==> config.mk <==
export PLATFORM = sky130hd
export DESIGN_NAME = fetch_ctrl
export DESIGN_NICKNAME = d
export VERILOG_FILES = /design/src/rtl/fetch_pkg.sv /design/src/rtl/fetch_wait_timer.sv /design/src/rtl/fetch_ctrl.sv
export SDC_FILE = /design/constraint.sdc
export NUM_CORES = 1
export LEC_CHECK = 0
export ABC_AREA = 1
export CAP_MARGIN = 15
export CORE_ASPECT_RATIO = 0.6
export CORE_UTILIZATION = 40
export CTS_CLUSTER_DIAMETER = 40
export CTS_CLUSTER_SIZE = 10
export DETAILED_ROUTE_END_ITERATION = 12
export PLACE_DENSITY = 0.67
export SKIP_CTS_REPAIR_TIMING = 1
export SYNTH_ARGS = -nofsm -noshare
export SYNTH_HDL_FRONTEND = slang
export SYNTH_HIERARCHICAL = 1
export SYNTH_SLANG_ARGS = --single-unit
export TNS_END_PERCENT = 5
==> constraint.sdc <==
create_clock -name clk -period 2.6 [get_ports clk]
set_input_delay 0.39 -clock clk [delete_from_list [all_inputs] [get_ports clk]]
set_output_delay 0.39 -clock clk [all_outputs]
set_load 0.1 [all_outputs]
==> src/rtl/fetch_pkg.sv <==
// Shared state encoding, constants and PC helper for the instruction fetch controller.
package fetch_pkg;

    typedef enum logic {
        FETCH = 1'b0,
        ISSUE = 1'b1
    } fetch_state_t;

    localparam logic [31:0] PC_INC           = 32'd4;
    localparam logic [31:0] DEFAULT_RESET_PC = 32'h0000_0000;

    // Branch targets are word-aligned: the two low bits are dropped on load.
    function automatic logic [31:0] align_pc(input logic [31:0] target);
        return {target[31:2], 2'b00};
    endfunction

endpackage

==> src/rtl/fetch_wait_timer.sv <==
// Counts cycles an instruction request waits for its ack and raises a sticky
// timeout flag once the count reaches MAX_WAIT.
module fetch_wait_timer
    import fetch_pkg::*;
#(
    parameter int MAX_WAIT = 15
) (
    input  logic clk,
    input  logic rst_n,
    input  logic req,
    input  logic ack,
    output logic timeout
);

    localparam logic [4:0] LIMIT = 5'(MAX_WAIT);

    logic [3:0] cnt_r;
    logic       timeout_r;
    logic       waiting_s;
    logic [4:0] cnt_inc_s;

    // A wait cycle is one where the request is up and no ack returns.
    always_comb begin
        waiting_s = req & ~ack;
        cnt_inc_s = {1'b0, cnt_r} + 5'd1;
    end

    // Saturating wait counter, cleared whenever no request is waiting.
    always_ff @(posedge clk or negedge rst_n) begin
        if (!rst_n) begin
            cnt_r     <= 4'd0;
            timeout_r <= 1'b0;
        end else begin
            if (waiting_s) begin
                if (cnt_r != 4'hF) begin
                    cnt_r <= cnt_inc_s[3:0];
                end else begin
                    cnt_r <= cnt_r;
                end
                if (cnt_inc_s >= LIMIT) begin
                    timeout_r <= 1'b1;
                end else begin
                    timeout_r <= timeout_r;
                end
            end else begin
                cnt_r     <= 4'd0;
                timeout_r <= timeout_r;
            end
        end
    end

    assign timeout = timeout_r;

endmodule

==> src/rtl/fetch_ctrl.sv <==
// Single-outstanding instruction fetch controller: requests one word at pc,
// holds it for issue, and handles redirects that arrive mid-request.
module fetch_ctrl
    import fetch_pkg::*;
#(
    parameter logic [31:0] RESET_PC = DEFAULT_RESET_PC,
    parameter int          MAX_WAIT = 15
) (
    input  logic        clk,
    input  logic        rst_n,
    output logic        imem_req,
    output logic [31:0] imem_addr,
    input  logic        imem_ack,
    input  logic [31:0] imem_rdata,
    output logic [31:0] Inst,
    output logic        inst_valid,
    input  logic        stall,
    input  logic        redirect,
    input  logic [31:0] redirect_pc,
    output logic [31:0] pc,
    output logic        fetch_err
);

    fetch_state_t state_r;
    logic [31:0]  pc_r;
    logic         req_r;
    logic [31:0]  inst_r;
    logic         valid_r;
    logic         pend_r;
    logic [31:0]  pend_pc_r;
    logic         timeout_s;
    logic         accept_s;
    logic [31:0]  target_s;

    // An ack only counts while our own request is actually on the bus.
    always_comb begin
        accept_s = (state_r == FETCH) & req_r & imem_ack;
        target_s = align_pc(redirect_pc);
    end

    // Fetch/issue state machine with all outputs held in registers.
    always_ff @(posedge clk or negedge rst_n) begin
        if (!rst_n) begin
            state_r   <= FETCH;
            pc_r      <= RESET_PC;
            req_r     <= 1'b0;
            inst_r    <= 32'h0000_0000;
            valid_r   <= 1'b0;
            pend_r    <= 1'b0;
            pend_pc_r <= 32'h0000_0000;
        end else begin
            case (state_r)
                FETCH: begin
                    if (accept_s) begin
                        // Stale data is dropped whenever a redirect is newer than the request.
                        if (redirect) begin
                            pc_r   <= target_s;
                            pend_r <= 1'b0;
                        end else if (pend_r) begin
                            pc_r   <= pend_pc_r;
                            pend_r <= 1'b0;
                        end else begin
                            inst_r  <= imem_rdata;
                            valid_r <= 1'b1;
                            req_r   <= 1'b0;
                            state_r <= ISSUE;
                        end
                    end else begin
                        req_r <= 1'b1;
                        if (redirect && req_r) begin
                            pend_r    <= 1'b1;
                            pend_pc_r <= target_s;
                        end else if (redirect) begin
                            pc_r <= target_s;
                        end else begin
                            pend_r <= pend_r;
                        end
                    end
                end
                ISSUE: begin
                    if (redirect) begin
                        inst_r  <= 32'h0000_0000;
                        valid_r <= 1'b0;
                        pc_r    <= target_s;
                        req_r   <= 1'b1;
                        state_r <= FETCH;
                    end else if (!stall) begin
                        valid_r <= 1'b0;
                        pc_r    <= pc_r + PC_INC;
                        req_r   <= 1'b1;
                        state_r <= FETCH;
                    end else begin
                        valid_r <= valid_r;
                    end
                end
                default: begin
                    state_r <= FETCH;
                    req_r   <= 1'b0;
                    valid_r <= 1'b0;
                    pend_r  <= 1'b0;
                end
            endcase
        end
    end

    fetch_wait_timer #(
        .MAX_WAIT (MAX_WAIT)
    ) u_wait_timer (
        .clk     (clk),
        .rst_n   (rst_n),
        .req     (req_r),
        .ack     (imem_ack),
        .timeout (timeout_s)
    );

    assign imem_req   = req_r;
    assign imem_addr  = pc_r;
    assign pc         = pc_r;
    assign Inst       = inst_r;
    assign inst_valid = valid_r;
    assign fetch_err  = timeout_s;

endmodule

# Word level (Yosys, flattened, before mapping)
# Cells that the tools add are included.
dict set report word_totals {
  inputBits 69
  ff_bits 103
}
dict set report classes {
  magnitude_cmp 1
  n_bitwise 6
  eq_ne 12
  n_mux 35
  n_addsub 2
  reduce_logical 9
}
# cell count
set op_table {}
lappend op_table {{$mux 32} 11}
lappend op_table {{$pmux 32 s2} 2}
lappend op_table {{$add 32x3->32 const B} 1}
lappend op_table {{$ne 3x3->1 const B} 6}
lappend op_table {{$mux 1} 17}
lappend op_table {{$reduce_and 4->1} 3}
lappend op_table {{$ne 2x2->1 const B} 5}
lappend op_table {{$mux 4} 2}
lappend op_table {{$pmux 1 s2} 3}
lappend op_table {{$reduce_and 3->1} 2}
lappend op_table {{$add 4x1->5 const B} 1}
lappend op_table {{$ge 5x4->1 const B} 1}
lappend op_table {{$ne 4x4->1 const B} 1}
lappend op_table {{$reduce_and 2->1} 2}
lappend op_table {{$and 1x1->1} 3}
lappend op_table {{$not 1->1} 3}
lappend op_table {{$reduce_bool 2->1} 1}
lappend op_table {{$logic_and 1x1->1} 1}

# Logic depth before layout (Yosys ltp)
# Gate-level depths: netlist of run 1.
dict set report depth {
  ltp_word 5
  mapped_depth 10
}

# By module
# Netlist of run 1, hierarchy kept.
# mod seq_area_each_um2 instances cells_each area_per_inst_um2
set modules_own_cells {}
lappend modules_own_cells {fetch_ctrl 2402.3 1 748 5396.4}
lappend modules_own_cells {fetch_wait_timer 125.1 1 37 286.5}

# Worst setup path before layout of run 1
# OpenSTA, ideal clock, no wires.
dict set report synth_timing {
  path_kind {register to register}
  from {register pc_r[3], in the netlist imem_addr[3]}
  to {register pc_r[26], in the netlist imem_addr[26]}
  synth_period_minus_slack_ps 2338
  slack_ps 262
  path_stages_with_launch 11
  arrival_ps 2214
  setup_ps 124
  n_path_buf 0
  cell_sequence {dfrtp_1 -> ha_1 -> nand2_1 -> nor2_1 -> nand2_1 -> nor2_1 -> nand2_1 -> nand2_1 -> nand3_1 -> nand2_1 -> a21oi_1}
}
dict set report synth_via {
  elab_chain_cells 4
}
# element line
set synth_rtl {}
lappend synth_rtl {{from (decl)} fetch_ctrl.sv:25} ;# logic [31:0] pc_r;
lappend synth_rtl {{from (signal assigned)} fetch_ctrl.sv:57} ;# pc_r <= target_s;
lappend synth_rtl {{from (signal assigned)} fetch_ctrl.sv:60} ;# pc_r <= pend_pc_r;
lappend synth_rtl {{from (signal assigned)} fetch_ctrl.sv:74} ;# pc_r <= target_s;
lappend synth_rtl {{$add 32x3->32} fetch_ctrl.sv:89} ;# pc_r <= pc_r + PC_INC;
lappend synth_rtl {{$mux 32} fetch_ctrl.sv:87} ;# end else if (!stall) begin
lappend synth_rtl {{$mux 32} fetch_ctrl.sv:81} ;# if (redirect) begin
lappend synth_rtl {{$pmux 32 s2} fetch_ctrl.sv:52} ;# case (state_r)
# Every way passes these cells. The select of a mux whose other input is x is not followed.
# A chain may end at the register's enable or synchronous reset.

# Worst setup path in the final report of run 1
# Ends and elaborated chain as after synthesis.

==> flow_summary.ini, run 1 <==
[worst_setup_path]
regToRegSetupSlack_ns = 0.50
timing.rr.start = imem_addr[3]
ff2ff_path_depth = 10
crit_type = flop to flop
worst_path_max_delay_cell = nor2_1
crit_required_ns = 2.84
cpMostUsedCell = nand2_1
crit_path_max_incr_delay_ns = 0.47
cp-start-kind = flop
crit_chain = ha_1, nand2_1, nor2_1, nand2_1, nor2_1, nand2_1, nand2_1, nand3_1, nand2_1, a21oi_1
worstPathMaxFanout = 6
crit_buf_inv = 0
cp.depth = 10
end_kind = flop
critical_path.top_delay_family = simple AND/OR/NAND/NOR gates
arrival_ns = 2.34
r2r-end = imem_addr[26]

[detailed_routing]
antenna_left = 0
postRouteWirelength_um = 15300
drc = 0
vias = 5362
routedWlPerCell_um = 13.9
routed_via_density = 4.85
first_pass_iters = 5
drt_iter0_drc = 407

[yosys]
syn_area_per_cell_um2 = 7.24
synth-main-ff-cell = dfrtp_1
synth.distinct_cells = 32
synth_edf_count = 0
ys_warn_count = 6
synth_seq_cells = 101
async_reset_ff_share_pct = 100
syn_area_mm2 = 0.00568
seq_area_frac_synth_pct = 44.5
synthCells = 785

[timing]
period_minus_slack_ns = 2.10
rsz0062_at_grt = no
whs_ns = 0.0444
fin_tns_setup_ns = 0
worst_slack_ns = 0.501
worst_pin_slew_ns = 0.998
maxSlewViolCount = 0
fin_skew_ns = 0.0137
min_period_over_period_pct = 80.7
hold_viol = 0
fmax_mhz = 476
setup_viol = 0
relSlewSlack_pct = 33.3

[placement]
gp_congestion = 0.840
place_ws_ns = 0.187
hpwl_um = 11200
portBuffers = 161

[floorplanning]
fp.dieArea_mm2 = 0.0147
row_count = 33
start_util_pct = 41.3
die_x_um = 156
io_pins = 168
fp.dieH_um = 94.3
core_mm2 = 0.0137

[grt]
grt_pass1_wl_um = 25000
grt_pass1_vias = 4764
grt_max_degree = 53
overflow = 0
antenna_found_initial = 0
grt_usage_pct = 21.8

[finish]
drive_gt1_share_pct = 15.8
layout_commonest_cell = nand2_1
syn_to_final_growth_pct = 29.5
final_cell_mix = nand2_1, buf_4, nor2_1
diodes = 0
fill_cells = 1368
fin_util_pct = 53.5
final_nets = 981

[clock_network]
numCtsBuffers = 9
ctsRootBufferMaster = clkbuf_16
clk_pin_slew_worst_paths_ns = 0.08
cts_buffer_depth = 2
clock-sinks = 101
insertion_delay_ns = 0.35
cts_tree = built
cts_max_level = 3

[hold_path]
hp-class = input port to async pin

[status]
status = completed

[job]
maxCapViolCount = 0
-- flip-flops by register name, indices dropped and copies added (netlist names) --
name	count
u_wait_timer/cnt_r	4
state_r	1
Inst	32
imem_addr	30
inst_valid	1
pend_pc_r	30
u_wait_timer/timeout	1
imem_req	1
pend_r	1
-- layer usage --
metal	wire length [um]	vias up	part of all wire [%]	track usage, %
met5	0	-	0	0
met1	8000	2423	52	33.7
li1	-	2741	-	-
met4	83	0	0.54	4.00
met2	6140	192	40	30.8
met3	1100	6	7.1	4.52
-- synthesized netlist by cell type, drive strengths merged, types with 3 or more instances --
cell | instances | share of area, %
buf | 46 | 5.6
nand3 | 47 | 4.2
nand2 | 201 | 13
a31oi | 3 | 0.33
clkbuf | 21 | 1.4
o21ai | 63 | 5.5
ha | 3 | 0.66
a21oi | 84 | 7.5
or2 | 8 | 0.88
inv | 67 | 4.4
dfrtp | 101 | 44
nor2 | 111 | 7.5
xnor2 | 4 | 0.62
a22o | 12 | 1.8
-- cell type report --
type | instances | area (um^2) | share of cell area, %
tap | 192 | 240 | 3.26
timing repair buffer | 177 | 1500 | 20.4
clock buffer | 10 | 229 | 3.11
clock inverter | 6 | 71.3 | 0.969
multi-input combinational | 552 | 2530 | 34.4
inverter | 68 | 255 | 3.47
sequential | 101 | 2530 | 34.3
-- metrics by stage --
stage                     instance area, um^2  cells
after CTS                                7360   1106
after detailed placement                 7060   1090
after floorplan                          5690    788
final                                    7360   1106
after global routing                     7360   1106
after global placement                   7060   1090
-- worst max-delay path by stage --
stage / startpoint / endpoint / slack [ns]
3_3_place_gp: redirect / Inst[15] / 0.23
5_1_grt: imem_addr[3] / imem_addr[22] / 0.28
6_report: imem_addr[3] / imem_addr[26] / 0.50
4_1_cts: redirect / Inst[13] / 0.54
3_5_place_dp: redirect / Inst[18] / 0.19
2_1_floorplan: imem_addr[3] / imem_addr[26] / 0.26
-- cells by family after synthesis --
group,count (synthesis),share of synthesized area (%)
xor+xnor,6,0.925
other cells,1,0.0660
buf+inv,135,11.4
simple gates,370,26.2
fa+ha+maj,3,0.661
compound gates,169,16.2
flops,101,44.5
Power of run 1 is not shown: default switching activity piles up to over one toggle a cycle in this logic, so the estimate is an artifact.
==> inputs of run 2 (changes only) <==
PLACE_DENSITY = 0.7   (was 0.67)
clock period = 1.8 ns   (was 2.6 ns; I/O delays follow)
==> flow_summary.ini, run 2 (synthesis results as in run 1) <==
[clock_network]
cts_max_level = 3
ctsRootBufferMaster = clkbuf_16
clk_pin_slew_worst_paths_ns = 0.07
cts_buffer_depth = 2
insertion_delay_ns = 0.35
clock-sinks = 101
numCtsBuffers = 9
cts_tree = built

[detailed_routing]
drc = 0
postRouteWirelength_um = 16500
routedWlPerCell_um = 14.5
vias = 5655
antenna_left = 0
first_pass_iters = 5
routed_via_density = 4.96
drt_iter0_drc = 422

[worst_setup_path]
timing.rr.start = imem_addr[2]
crit_required_ns = 2.08
crit_chain = inv_1, nor2_1, buf_4, nand2_1, nor2_1, nand3_1, nand3_1, nand2_1, a21oi_1
crit_type = flop to flop
regToRegSetupSlack_ns = 0.04
r2r-end = imem_addr[29]
worst_path_max_delay_cell = dfrtp_4
worstPathMaxFanout = 4
end_kind = flop
cp-start-kind = flop
arrival_ns = 2.04
ff2ff_path_depth = 9
crit_path_max_incr_delay_ns = 0.43

[placement]
place_ws_ns = -0.388
portBuffers = 161
gp_congestion = 0.854
hpwl_um = 11800

[timing]
maxSlewViolCount = 0
setup_viol = 0
period_minus_slack_ns = 1.76
fin_skew_ns = 0.00647
fmax_mhz = 568
rsz0062_at_grt = yes
relSlewSlack_pct = 59.7
worst_slack_ns = 0.0403
min_period_over_period_pct = 97.8
hold_viol = 0
worst_pin_slew_ns = 0.603

[finish]
seqCellArea_mm2 = 0.00257
final_cell_mix = nand2_1, nor2_1, a21oi_1
multi_input_area_mm2 = 0.00258
fill_cells = 1173
largest_register_ffs = 32
syn_to_final_growth_pct = 50.5
layout_commonest_cell = nand2_1
diodes = 0
final_nets = 1015
drive_gt1_share_pct = 21.9

[floorplanning]
die_x_um = 156
fp.dieH_um = 94.3
core_mm2 = 0.0137
start_util_pct = 41.3
row_count = 33
fp.dieArea_mm2 = 0.0147
io_pins = 168

[grt]
grt_max_degree = 62
overflow = 0
grt_pass1_vias = 5011
grt_pass1_wl_um = 26300
antenna_found_initial = 0
grt_usage_pct = 23.0

[hold_path]
hp-class = input port to async pin

[job]
maxCapViolCount = 0

[status]
status = completed
## run 2: area by class of cell
type / instances / area share, %
clock buffers: 13 / 3.04
clock inverters: 3 / 0.249
inverters: 68 / 2.99
multi-input cells: 553 / 30.1
flip-flops and latches: 101 / 30.0
well taps: 192 / 2.81
repair buffers: 210 / 30.8
## run 2: worst max path at each step
stage             startpoint            end  slack (ns)  cells after the start
2_1_floorplan  imem_addr[25]  imem_addr[30]       -0.05                      9
3_3_place_gp        redirect       Inst[18]       -0.25                      6
3_5_place_dp        redirect       Inst[10]       -0.39                      6
4_1_cts             imem_req       Inst[30]       -0.12                      6
5_1_grt         imem_addr[3]  imem_addr[29]       -0.06                     10
6_report        imem_addr[2]  imem_addr[29]        0.04                      9
## run 2: stage by stage
| stage | instances | utilization [%] | hold slack, ns | area, um^2 | setup TNS [ns] |
|---|---|---|---|---|---|
| 2_1_floorplan | 788 | - | -0.0256 | 5740 | -0.169 |
| 3_3_place_gp | 1122 | 59.8 | 0.186 | 8220 | -12.05 |
| 3_5_place_dp | 1122 | 59.8 | 0.188 | 8220 | -15.41 |
| 4_1_cts | 1138 | 61.9 | -0.188 | 8500 | -1.97 |
| 5_1_grt | 1140 | 62.2 | 0.390 | 8550 | -0.303 |
| 6_report | 1140 | 62.2 | 0.356 | 8550 | 0 |
## run 2: critical path: cells and delay by family, from the launching register on
kind / cells / cell delay, ns
buffers and inverters: 2 / 0.20
flip-flops: 1 / 0.43
AND/OR/NAND/NOR: 6 / 0.94
AO/OA/AOI/OAI: 1 / 0.11
## run 2: per-layer routing
layer | part of all wire, % | GRT usage, % | vias up
met5 | 0 | 0 | -
met4 | 0.92 | 5.31 | 0
met3 | 6.9 | 4.70 | 14
met2 | 41 | 32.8 | 216
met1 | 51 | 35.3 | 2619
li1 | - | - | 2806
Power of run 2 is left out for the same reason.
